[config.mk]
export PLATFORM = sky130hd
export DESIGN_NAME = vga_fb_arbiter
export DESIGN_NICKNAME = d
export VERILOG_FILES = /design/src/rtl/vga_fb_pkg.sv /design/src/rtl/fb_addr_calc.sv /design/src/rtl/vga_fb_arbiter.sv
export SDC_FILE = /design/constraint.sdc
export NUM_CORES = 1
export LEC_CHECK = 0
export ABC_CLOCK_PERIOD_IN_PS = 3500
export CAP_MARGIN = 20
export CORE_MARGIN = 1.5
export CORE_UTILIZATION = 30
export CTS_CLUSTER_SIZE = 28
export DETAILED_ROUTE_END_ITERATION = 8
export DONT_BUFFER_PORTS = 1
export SLEW_MARGIN = 15
export SYNTH_ARGS = -nofsm -noshare
export SYNTH_HDL_FRONTEND = slang
export SYNTH_HIERARCHICAL = 1
export SYNTH_SLANG_ARGS = --single-unit
[constraint.sdc]
create_clock -name clock50 -period 3.5 [get_ports clock50]
set_input_delay 0.525 -clock clock50 [delete_from_list [all_inputs] [get_ports clock50]]
set_output_delay 0.525 -clock clock50 [all_outputs]
set_load 0.02 [all_outputs]
[src/rtl/vga_fb_pkg.sv]
//==============================================================================
// Module      : vga_fb_pkg
// Description : Shared constants, FSM state type and RGB332 colours for the
//               VGA framebuffer arbiter.
// Revision    : 1.0 - initial release
//==============================================================================
`timescale 1ns/1ps
`default_nettype none

package vga_fb_pkg;

  localparam int FB_W     = 160;  // framebuffer width in pixels
  localparam int FB_H     = 120;  // framebuffer height in pixels
  localparam int SCALE_SH = 2;    // log2 of screen-to-framebuffer scale
  localparam int ADDR_W   = 15;   // RAM address width
  localparam int DATA_W   = 8;    // pixel width (RGB332)

  // Arbiter write-side state: serving the drawing client, or clearing.
  typedef enum logic [0:0] {
    IDLE  = 1'b0,
    CLEAR = 1'b1
  } fb_state_e;

  // RGB332 colour constants (RRRGGGBB).
  localparam logic [DATA_W-1:0] RGB_BLACK = 8'h00;
  localparam logic [DATA_W-1:0] RGB_RED   = 8'hE0;
  localparam logic [DATA_W-1:0] RGB_GREEN = 8'h1C;
  localparam logic [DATA_W-1:0] RGB_BLUE  = 8'h03;
  localparam logic [DATA_W-1:0] RGB_WHITE = 8'hFF;

endpackage

`default_nettype wire

[src/rtl/fb_addr_calc.sv]
//==============================================================================
// Module      : fb_addr_calc
// Description : Combinational framebuffer address, addr = y*160 + x, built
//               from two shifts and adds so no multiplier is inferred.
// Revision    : 1.0 - initial release
//==============================================================================
`timescale 1ns/1ps
`default_nettype none

module fb_addr_calc
  import vga_fb_pkg::*;
(
  input  logic [7:0]        x_i,
  input  logic [6:0]        y_i,
  output logic [ADDR_W-1:0] addr_o
);

  // y*160 = (y<<7) + (y<<5); each term zero-extended to the address width.
  always_comb begin
    addr_o = {1'b0, y_i, 7'b0} + {3'b0, y_i, 5'b0} + {7'b0, x_i};
  end

endmodule

`default_nettype wire

[src/rtl/vga_fb_arbiter.sv]
//==============================================================================
// Module      : vga_fb_arbiter
// Description : Shares a single-port 160x120x8 framebuffer RAM between VGA
//               scan-out (fixed display slot, always wins), a drawing client
//               and a built-in clear-screen engine.
// Revision    : 1.0 - initial release
//==============================================================================
`timescale 1ns/1ps
`default_nettype none

module vga_fb_arbiter
  import vga_fb_pkg::*;
(
  input  logic              clock50,
  input  logic              reset,
  input  logic              pix_en,
  input  logic [9:0]        pixel_x,
  input  logic [9:0]        pixel_y,
  input  logic              blank,
  input  logic              wr_req,
  input  logic [7:0]        wr_x,
  input  logic [6:0]        wr_y,
  input  logic [DATA_W-1:0] wr_data,
  output logic              wr_ack,
  input  logic              clr_start,
  input  logic [DATA_W-1:0] clr_color,
  output logic              clr_busy,
  output logic              wr_oob,
  output logic [ADDR_W-1:0] mem_addr,
  output logic [DATA_W-1:0] mem_wdata,
  output logic              mem_we,
  input  logic [DATA_W-1:0] mem_rdata,
  output logic [DATA_W-1:0] rgb_out,
  output logic              rgb_valid
);

  localparam logic [7:0]        WX_LIM   = 8'(FB_W);
  localparam logic [6:0]        WY_LIM   = 7'(FB_H);
  localparam logic [9:0]        DX_LIM   = 10'(FB_W);
  localparam logic [9:0]        DY_LIM   = 10'(FB_H);
  localparam logic [ADDR_W-1:0] CLR_LAST = ADDR_W'(FB_W * FB_H - 1);

  // Write-side state and its next-state values.
  fb_state_e         state_q, state_d;
  logic [ADDR_W-1:0] clr_cnt_q, clr_cnt_d;
  logic [DATA_W-1:0] clr_color_q, clr_color_d;
  logic              oob_q, oob_d;

  // Display read pipeline.
  logic              rd_pend_q;
  logic              rd_vis_q;
  logic [DATA_W-1:0] rgb_q;
  logic              rgb_valid_q;

  // Slot decode and address paths.
  logic              disp_slot;
  logic [9:0]        disp_x;
  logic [9:0]        disp_y;
  logic              disp_in_fb;
  logic [ADDR_W-1:0] disp_addr;
  logic [ADDR_W-1:0] wr_addr;
  logic              wr_in_fb;

  assign disp_slot  = pix_en & blank;
  assign disp_x     = pixel_x >> SCALE_SH;
  assign disp_y     = pixel_y >> SCALE_SH;
  // Guards the display read against coordinates past the visible window.
  assign disp_in_fb = (disp_x < DX_LIM) && (disp_y < DY_LIM);
  assign wr_in_fb   = (wr_x < WX_LIM) && (wr_y < WY_LIM);

  fb_addr_calc u_disp_addr (
    .x_i    (disp_x[7:0]),
    .y_i    (disp_y[6:0]),
    .addr_o (disp_addr)
  );

  fb_addr_calc u_wr_addr (
    .x_i    (wr_x),
    .y_i    (wr_y),
    .addr_o (wr_addr)
  );

  // Slot arbitration: the display slot owns the RAM; otherwise the writer
  // (IDLE) or the clear engine (CLEAR) gets the cycle.
  always_comb begin
    mem_addr    = '0;
    mem_wdata   = '0;
    mem_we      = 1'b0;
    wr_ack      = 1'b0;
    state_d     = state_q;
    clr_cnt_d   = clr_cnt_q;
    clr_color_d = clr_color_q;
    oob_d       = oob_q;

    if (disp_slot) begin
      mem_addr = disp_in_fb ? disp_addr : '0;
    end

    case (state_q)
      IDLE: begin
        if (!disp_slot && wr_req) begin
          wr_ack = 1'b1;
          if (wr_in_fb) begin
            mem_we    = 1'b1;
            mem_addr  = wr_addr;
            mem_wdata = wr_data;
          end else begin
            oob_d = 1'b1;
          end
        end
        if (clr_start) begin
          state_d     = CLEAR;
          clr_cnt_d   = '0;
          clr_color_d = clr_color;
        end
      end
      CLEAR: begin
        if (!disp_slot) begin
          mem_we    = 1'b1;
          mem_addr  = clr_cnt_q;
          mem_wdata = clr_color_q;
          if (clr_cnt_q == CLR_LAST) begin
            state_d   = IDLE;
            clr_cnt_d = '0;
          end else begin
            clr_cnt_d = clr_cnt_q + ADDR_W'(1);
          end
        end
      end
      default: begin
        state_d = IDLE;
      end
    endcase
  end

  // FSM, clear counter, latched clear colour and sticky out-of-range flag.
  always_ff @(posedge clock50) begin
    if (reset) begin
      state_q     <= IDLE;
      clr_cnt_q   <= '0;
      clr_color_q <= '0;
      oob_q       <= 1'b0;
    end else begin
      state_q     <= state_d;
      clr_cnt_q   <= clr_cnt_d;
      clr_color_q <= clr_color_d;
      oob_q       <= oob_d;
    end
  end

  // Display pipeline: every pixel tick is tracked so blanked pixels register
  // black/invalid on the same two-cycle schedule as visible ones.
  always_ff @(posedge clock50) begin
    if (reset) begin
      rd_pend_q   <= 1'b0;
      rd_vis_q    <= 1'b0;
      rgb_q       <= RGB_BLACK;
      rgb_valid_q <= 1'b0;
    end else begin
      rd_pend_q <= pix_en;
      rd_vis_q  <= blank;
      if (rd_pend_q) begin
        rgb_q       <= rd_vis_q ? mem_rdata : RGB_BLACK;
        rgb_valid_q <= rd_vis_q;
      end
    end
  end

  assign clr_busy  = (state_q == CLEAR);
  assign wr_oob    = oob_q;
  assign rgb_out   = rgb_q;
  assign rgb_valid = rgb_valid_q;

endmodule

`default_nettype wire
==> metrics.md, run 1 <==
| Metric | Value |
|---|---|
| Synth cell types | 52 |
| Largest net degree at the start of global routing | 31 |
| Synth top area share | 25.2% |
| Worst Skew | 0.0153 ns |
| Slew margin rel. | 42.1% |
| Min Clock Period, post-route | 3.25 ns |
| Tightest Hold Check Type | in2reg |
| First-pass GRT wire length | 10900 um |
| Least-Margin Pin Slew | 0.866 ns |
| Hold buffer count at CTS | 0 |
| 1st-iter DRT viols | 114 |
| Synth Flop Type | dfxtp_1 |
| Critical-path maximum fanout | 2 |
| RSZ-0062 raised after global routing | false |
| MaxCap Viol Count | 0 |
| Top-count cell post-synth | dfxtp_1 |
| Status | finished clean |
| Post-synth EDFFs | 0 |
| Worst EP required | 2.97 ns |
| Clock slew at reported path FFs | 0.08 ns |
| Fillcell total | 996 |
| DP Wirelength | 5640 um |
| Area Overhead vs Synth | 2.71% |
| F_max | 308 MHz |
| Pins Over Slew Limit | 0 |
| Nets | 409 |
| Most frequent cells after synthesis | dfxtp_1, nor2_1, ha_1, and3_1 |
| Routed Antenna Nets | 0 |
| Cell Rows | 35 |
| Area leader, netlist | dfxtp_1 |
| Port Buffers | 0 |
| WP buf/inv | 2 |
| #FFs+latches synth | 36 |
| Num CTS Buffers | 5 |
| Drt total wl | 7030 um |
| Crit-path max cell delay | 0.53 ns |
| Number of cells on the critical path | 10 |
| Startpoint Class | input port |
| Overall global routing resource usage | 13.5% |
| Synth Area per Inst | 8.55 sq um |
| Ys async rst share | 0% |
| CP Data Arrival Time | 2.73 ns |
| Insertion delay to the later sink of the worst-skew pair | 0.29 ns |
| Vias per inst | 5.48 |
| Mapped Cells | 335 |
| Delay-heaviest family, CP | adder cells |
| Root Driver | clkbuf_8 |
| Worst R2R Path Depth | 4 |
| GPL Wtd Cong | 0.827 |
| Detailed Routing Iterations Pass 1 | 4 |
| P_leak | 1.24 nW |
| Tcrit/Tclk final | 92.9% |
| Post_cts resized | 0 |
| Inst Count DP | 435 |
| Worst Hold Depth | 1 |
| Syn. warnings | 6 |
| Post-layout util | 31.8% |
| DR DRC count | 0 |
| Setup TNS Final | 0 ns |
| Die ar. | 0.0101 sq mm |
| Endpoints failing hold | 0 |
| I/O Pins | 101 |
| Vias in the first global route | 2320 |
| N_diodes | 0 |
| Largest cells by area after synthesis | dfxtp_1, ha_1, a221o_1 |
| Core area | 0.00924 sq mm |
| Die height | 101 um |
| Clock buffer depth | 2 |
| Final std cells w/o fill | 443 |
| Worst-path cell chain | inv_1, fa_1, inv_1, fa_1, a21o_2, nand3_1, a31oi_1, o21a_1, and3_1, a221o_1 |
| Synthesized area | 0.00287 sq mm |
| GRT overflow | 0 |
| Total nets after synthesis | 431 |
| Post-DR wirelength/cell | 15.9 um |
| Pwr dens | 345 mW/mm^2 |
| CTS sink cnt | 36 |
| Initial antenna violation count | 0 |
| CTS tree | yes |
| Share of cells above drive strength 1 | 7.01% |
| Worst Setup End Kind | output port |
| CP max-delay cell | fa_1 |
| Fraction of the yosys area taken by sequential cells | 25.2% |
| Critical Setup Path Class | in2out |
| Vias | 2426 |
| Final setup viols | 0 |
| Initial Utilization | 31.0% |
| Largest vdd supply drop | 0.000120 V |
| Die Wd | 101 um |
| H-Tree Depth | 2 |
| Total setup buffers inserted after CTS | 0 |
state kept, by name (all words and copies together), names as in the netlist:
register and cells:
clr_busy 1, clr_color_q 8, clr_cnt_q 15, rd_vis_q 1, rd_pend_q 1, wr_oob 1, rgb_valid 1, rgb_out 8
per-stage QoR:
stage	hold slack [ns]	area (sq um)	total power [mW]	setup slack, ns
floorplan	0.448	2870	0.672	0.362
global placement	0.476	2850	0.702	0.259
detailed placement	0.488	2850	0.707	0.248
CTS	0.289	2940	1.03	0.243
global route	0.275	2940	1.08	0.174
finish	0.302	2940	1.02	0.249
report_power, final:
part           internal, mW  total (mW)  leakage, nW  switching, mW
clock network         0.161       0.320       0.0516          0.159
registers             0.421       0.434        0.293         0.0132
logic                 0.106       0.262        0.899          0.156
total                 0.688        1.02         1.24          0.328
worst reg2reg max path: stages (launching register included):
cell and delay [ns]:
dfxtp_1 0.58, a21bo_2 0.31, nor2_1 0.54, nand2_1 0.23, o221ai_1 0.21
layout by cell type (no fill, tap or decap), drive strengths merged, types with 2 or more instances in the layout:
cell    count
dfxtp      36
nor2       30
ha         27
and3       17
inv        17
a21oi      16
a221o      15
nand2      14
nand3      14
a31oi      10
o21ai      10
xor2        9
nand4       9
a22o        8
mux2i       8
a22oi       8
clkbuf      6
nor3        4
a41oi       4
xnor2       4
fa          4
a21o        4
and4        3
nor2b       3
a21bo       3
a32oi       3
buf         3
and2        2
nand3b      2
or4         2
o211a       2
o21a        2
or2         2
clkinv      2
path summary, 6_finish.rpt:
kind	from	endpoint	slack (ns)
max	pixel_x[9]	mem_addr[14]	0.25
min	reset	rgb_out[4]$_SDFFE_PP0P_	0.30
max reg2reg	clr_busy$_SDFF_PP0_	clr_cnt_q[5]$_SDFFE_PP0P_	1.57
min reg2reg	clr_color_q[6]$_SDFFE_PP0P_	clr_color_q[6]$_SDFFE_PP0P_	0.50
cells by family after synthesis:
group | Yosys count | share of synthesized area [%]
multiplexers | 8 | 2.79
buffers and inverters | 49 | 9.30
XOR/XNOR | 13 | 3.97
AO/OA/AOI/OAI | 89 | 23.5
adder cells (fa/ha/maj) | 31 | 14.6
AND/OR/NAND/NOR | 109 | 20.7
flip-flops | 36 | 25.2
routing by layer:
layer  global-route usage [%]  wire [um]  vias up  share of wire [%]
li1                         -          -     1198                  -
met1                     14.6       2750     1145                 39
met2                     23.9       3580       77                 51
met3                     4.58        569        6                8.1
met4                     5.63        134        0                1.9
met5                        0          0        -                  0
area by class of cell:
cell class	instances	area, sq um	share of cell area, %
repair buffers	3	22.5	0.765
flip-flops and latches	36	721	24.5
multi-input cells	250	1880	63.8
clock buffers	6	82.6	2.81
inverters	17	63.8	2.17
well taps	129	161	5.48
clock inverters	2	13.8	0.468
Power figures use the tool's default switching activity.
==> run 2: changes to the inputs <==
--- a/config.mk
+++ b/config.mk
@@ -7,12 +7,12 @@
 export LEC_CHECK = 0
 export ABC_CLOCK_PERIOD_IN_PS = 3500
 export CAP_MARGIN = 20
-export CORE_MARGIN = 1.5
+export CORE_MARGIN = 2
 export CORE_UTILIZATION = 30
 export CTS_CLUSTER_SIZE = 28
 export DETAILED_ROUTE_END_ITERATION = 8
 export DONT_BUFFER_PORTS = 1
-export SLEW_MARGIN = 15
+export SLEW_MARGIN = 20
 export SYNTH_ARGS = -nofsm -noshare
 export SYNTH_HDL_FRONTEND = slang
 export SYNTH_HIERARCHICAL = 1
==> run 2 against run 1 <==
  * Wire length down 1.0%
  * Sequential share of layout area is 0.25 points lower
  * Power is 8.0% higher
  * Maximum frequency decreased by 0.28%
  * Largest power group unchanged
  * Critical path type unchanged
  * Global-route usage down 0.22 points
  * Highest routed layer unchanged
  * Final cell count unchanged
  * Flip-flop and latch count did not move
  * Core utilization rose by 0.32 points
  * Critical endpoint unchanged
  * Clock skew shrank 0.0089 ns
  * Combinational power about the same
==> metrics.md, run 2 (synthesized netlist as in run 1, its figures left out) <==
| Metric | Value |
|---|---|
| Status | finished clean |
| 1st-iter DRT viols | 102 |
| First-pass GRT wire length | 11000 um |
| Setup TNS Final | 0 ns |
| Insertion delay to the later sink of the worst-skew pair | 0.28 ns |
| Sequential Power Share | 39.6% |
| F_max | 307 MHz |
| Drt total wl | 6960 um |
| Inst Count DP | 435 |
| Largest net degree at the start of global routing | 31 |
| Final std cells w/o fill | 443 |
| Worst Skew | 0.00638 ns |
| GPL Wtd Cong | 0.828 |
| Nets | 409 |
| NetSw | 318 uW |
| Cell Rows | 35 |
| Post_cts resized | 0 |
| Worst R2R Path Depth | 4 |
| Hold buffer count at CTS | 0 |
| Die height | 102 um |
| Tightest Hold Check Type | in2reg |
| Vias | 2410 |
| I/O Pins | 101 |
| Max reg flops | 15 |
| Most common cell after layout, fill and taps aside | dfxtp_1 |
| H-Tree Depth | 2 |
| P_leak | 1.26 nW |
| Port Buffers | 0 |
| MaxCap Viol Count | 0 |
| Initial antenna violation count | 0 |
| Die Wd | 102 um |
| Worst Setup End Kind | output port |
| Post-layout util | 32.2% |
| R2r endpoint | clr_cnt_q[13]$_SDFFE_PP0P_ |
| Share of cells above drive strength 1 | 7.01% |
| Final setup viols | 0 |
| Vias per inst | 5.44 |
| Worst-case hold path end point | rgb_out[5]$_SDFFE_PP0P_ |
| Worst-path cell chain | inv_1, fa_1, inv_1, fa_1, a21o_2, nand3_1, a31oi_1, o21a_1, and3_1, a221o_1 |
| DR WL met3 | 592 um |
| Worst R2R Start | clr_busy$_SDFF_PP0_ |
| Endpoints failing hold | 0 |
| Routed length on met2 | 3490 um |
| Routed Antenna Nets | 0 |
| DR DRC count | 0 |
| Critical Setup Path Class | in2out |
| Min Clock Period, post-route | 3.26 ns |
| Critical-path maximum fanout | 2 |
| Detailed Routing Iterations Pass 1 | 4 |
| Area Overhead vs Synth | 3.76% |
| Crit-path max cell delay | 0.53 ns |
| Post-route standard cell area excluding fillers | 0.00297 sq mm |
| Largest Register | clr_cnt_q |
| Core area | 0.00924 sq mm |
| Pwr dens | 369 mW/mm^2 |
| DP Area | 0.00285 sq mm |
| Met1 WL | 2820 um |
| Comb pwr share | 24.1% |
| Least-Margin Pin Slew | 0.854 ns |
| Post-DR wirelength/cell | 15.7 um |
| Setup ws final | 0.240 ns |
| Vias in the first global route | 2237 |
| Worst Hold Depth | 1 |
| Worst EP required | 2.97 ns |
| Clock buffer depth | 2 |
| Worst slack, placed | 0.240 ns |
| RSZ-0062 raised after global routing | false |
| Slew margin rel. | 42.9% |
| Root Driver | clkbuf_8 |
| Total setup buffers inserted after CTS | 0 |
| Pins Over Slew Limit | 0 |
| Die ar. | 0.0103 sq mm |
| Tcrit/Tclk final | 93.2% |
| Num CTS Buffers | 5 |
| CTS tree | yes |
| N_diodes | 0 |
| Top layer in use | met4 |
| Internal power | 779 uW |
| Overall global routing resource usage | 13.3% |
| CP max-delay cell | fa_1 |
| Net Sw Frac | 29.0% |
| CTS sink cnt | 36 |
| Initial Utilization | 31.0% |
| Largest vdd supply drop | 0.000129 V |
| Part of the power in the clock network | 36.4% |
| Startpoint Class | input port |
| CP Data Arrival Time | 2.74 ns |
| Hold path startpoint | reset |
| DP Wirelength | 5550 um |
| GRT overflow | 0 |
| Reg2Reg Setup Slack | 1.59 ns |
| Commonest non-fill, non-tap cells in the layout | dfxtp_1, nor2_1, ha_1 |
| Clock slew at reported path FFs | 0.07 ns |
[run 2: stage by stage]
step / total power [mW] / hold WS [ns]
detailed placement: 0.708 / 0.476
global placement: 0.702 / 0.476
CTS: 1.11 / 0.291
finish: 1.10 / 0.308
floorplan: 0.672 / 0.448
global route: 1.17 / 0.287
[run 2: power by group through the flow]
stage,Clock [mW],Sequential [mW],Combinational [mW]
after floorplan,0,0.441,0.232
after global placement,0,0.444,0.258
after detailed placement,0,0.444,0.264
after CTS,0.414,0.434,0.266
after global routing,0.435,0.436,0.296
final,0.399,0.434,0.264
[run 2: cell type report]
class | instances | area [sq um]
fillers | 981 | 6270
flip-flops and latches | 36 | 721
clock buffers | 7 | 96.3
repair buffers | 3 | 22.5
inverters | 17 | 63.8
clock inverters | 1 | 30.0
well taps | 129 | 161
multi-input cells | 250 | 1880
[run 2: per-layer routing]
metal | vias to the layer above | track usage, %
met2 | 81 | 22.8
met1 | 1132 | 16.0
met4 | 0 | 3.53
met3 | 6 | 4.14
met5 | - | 0
li1 | 1191 | -
[run 2: worst max path at each step]
stage / startpoint / endpoint / slack (ns)
2_1_floorplan: pixel_x[9] / mem_addr[14] / 0.36
3_3_place_gp: pixel_x[9] / mem_addr[14] / 0.26
3_5_place_dp: pixel_x[9] / mem_addr[14] / 0.24
4_1_cts: pixel_x[9] / mem_addr[14] / 0.24
5_1_grt: pixel_x[9] / mem_addr[14] / 0.11
6_report: pixel_x[9] / mem_addr[14] / 0.24
[run 2: worst max-delay path: cells and delay by family]
family,cells,cell delay (ns)
adder cells (fa/ha/maj),2,1.00
AO/OA/AOI/OAI,4,0.88
AND/OR/NAND/NOR,2,0.23
buffers and inverters,2,0.10
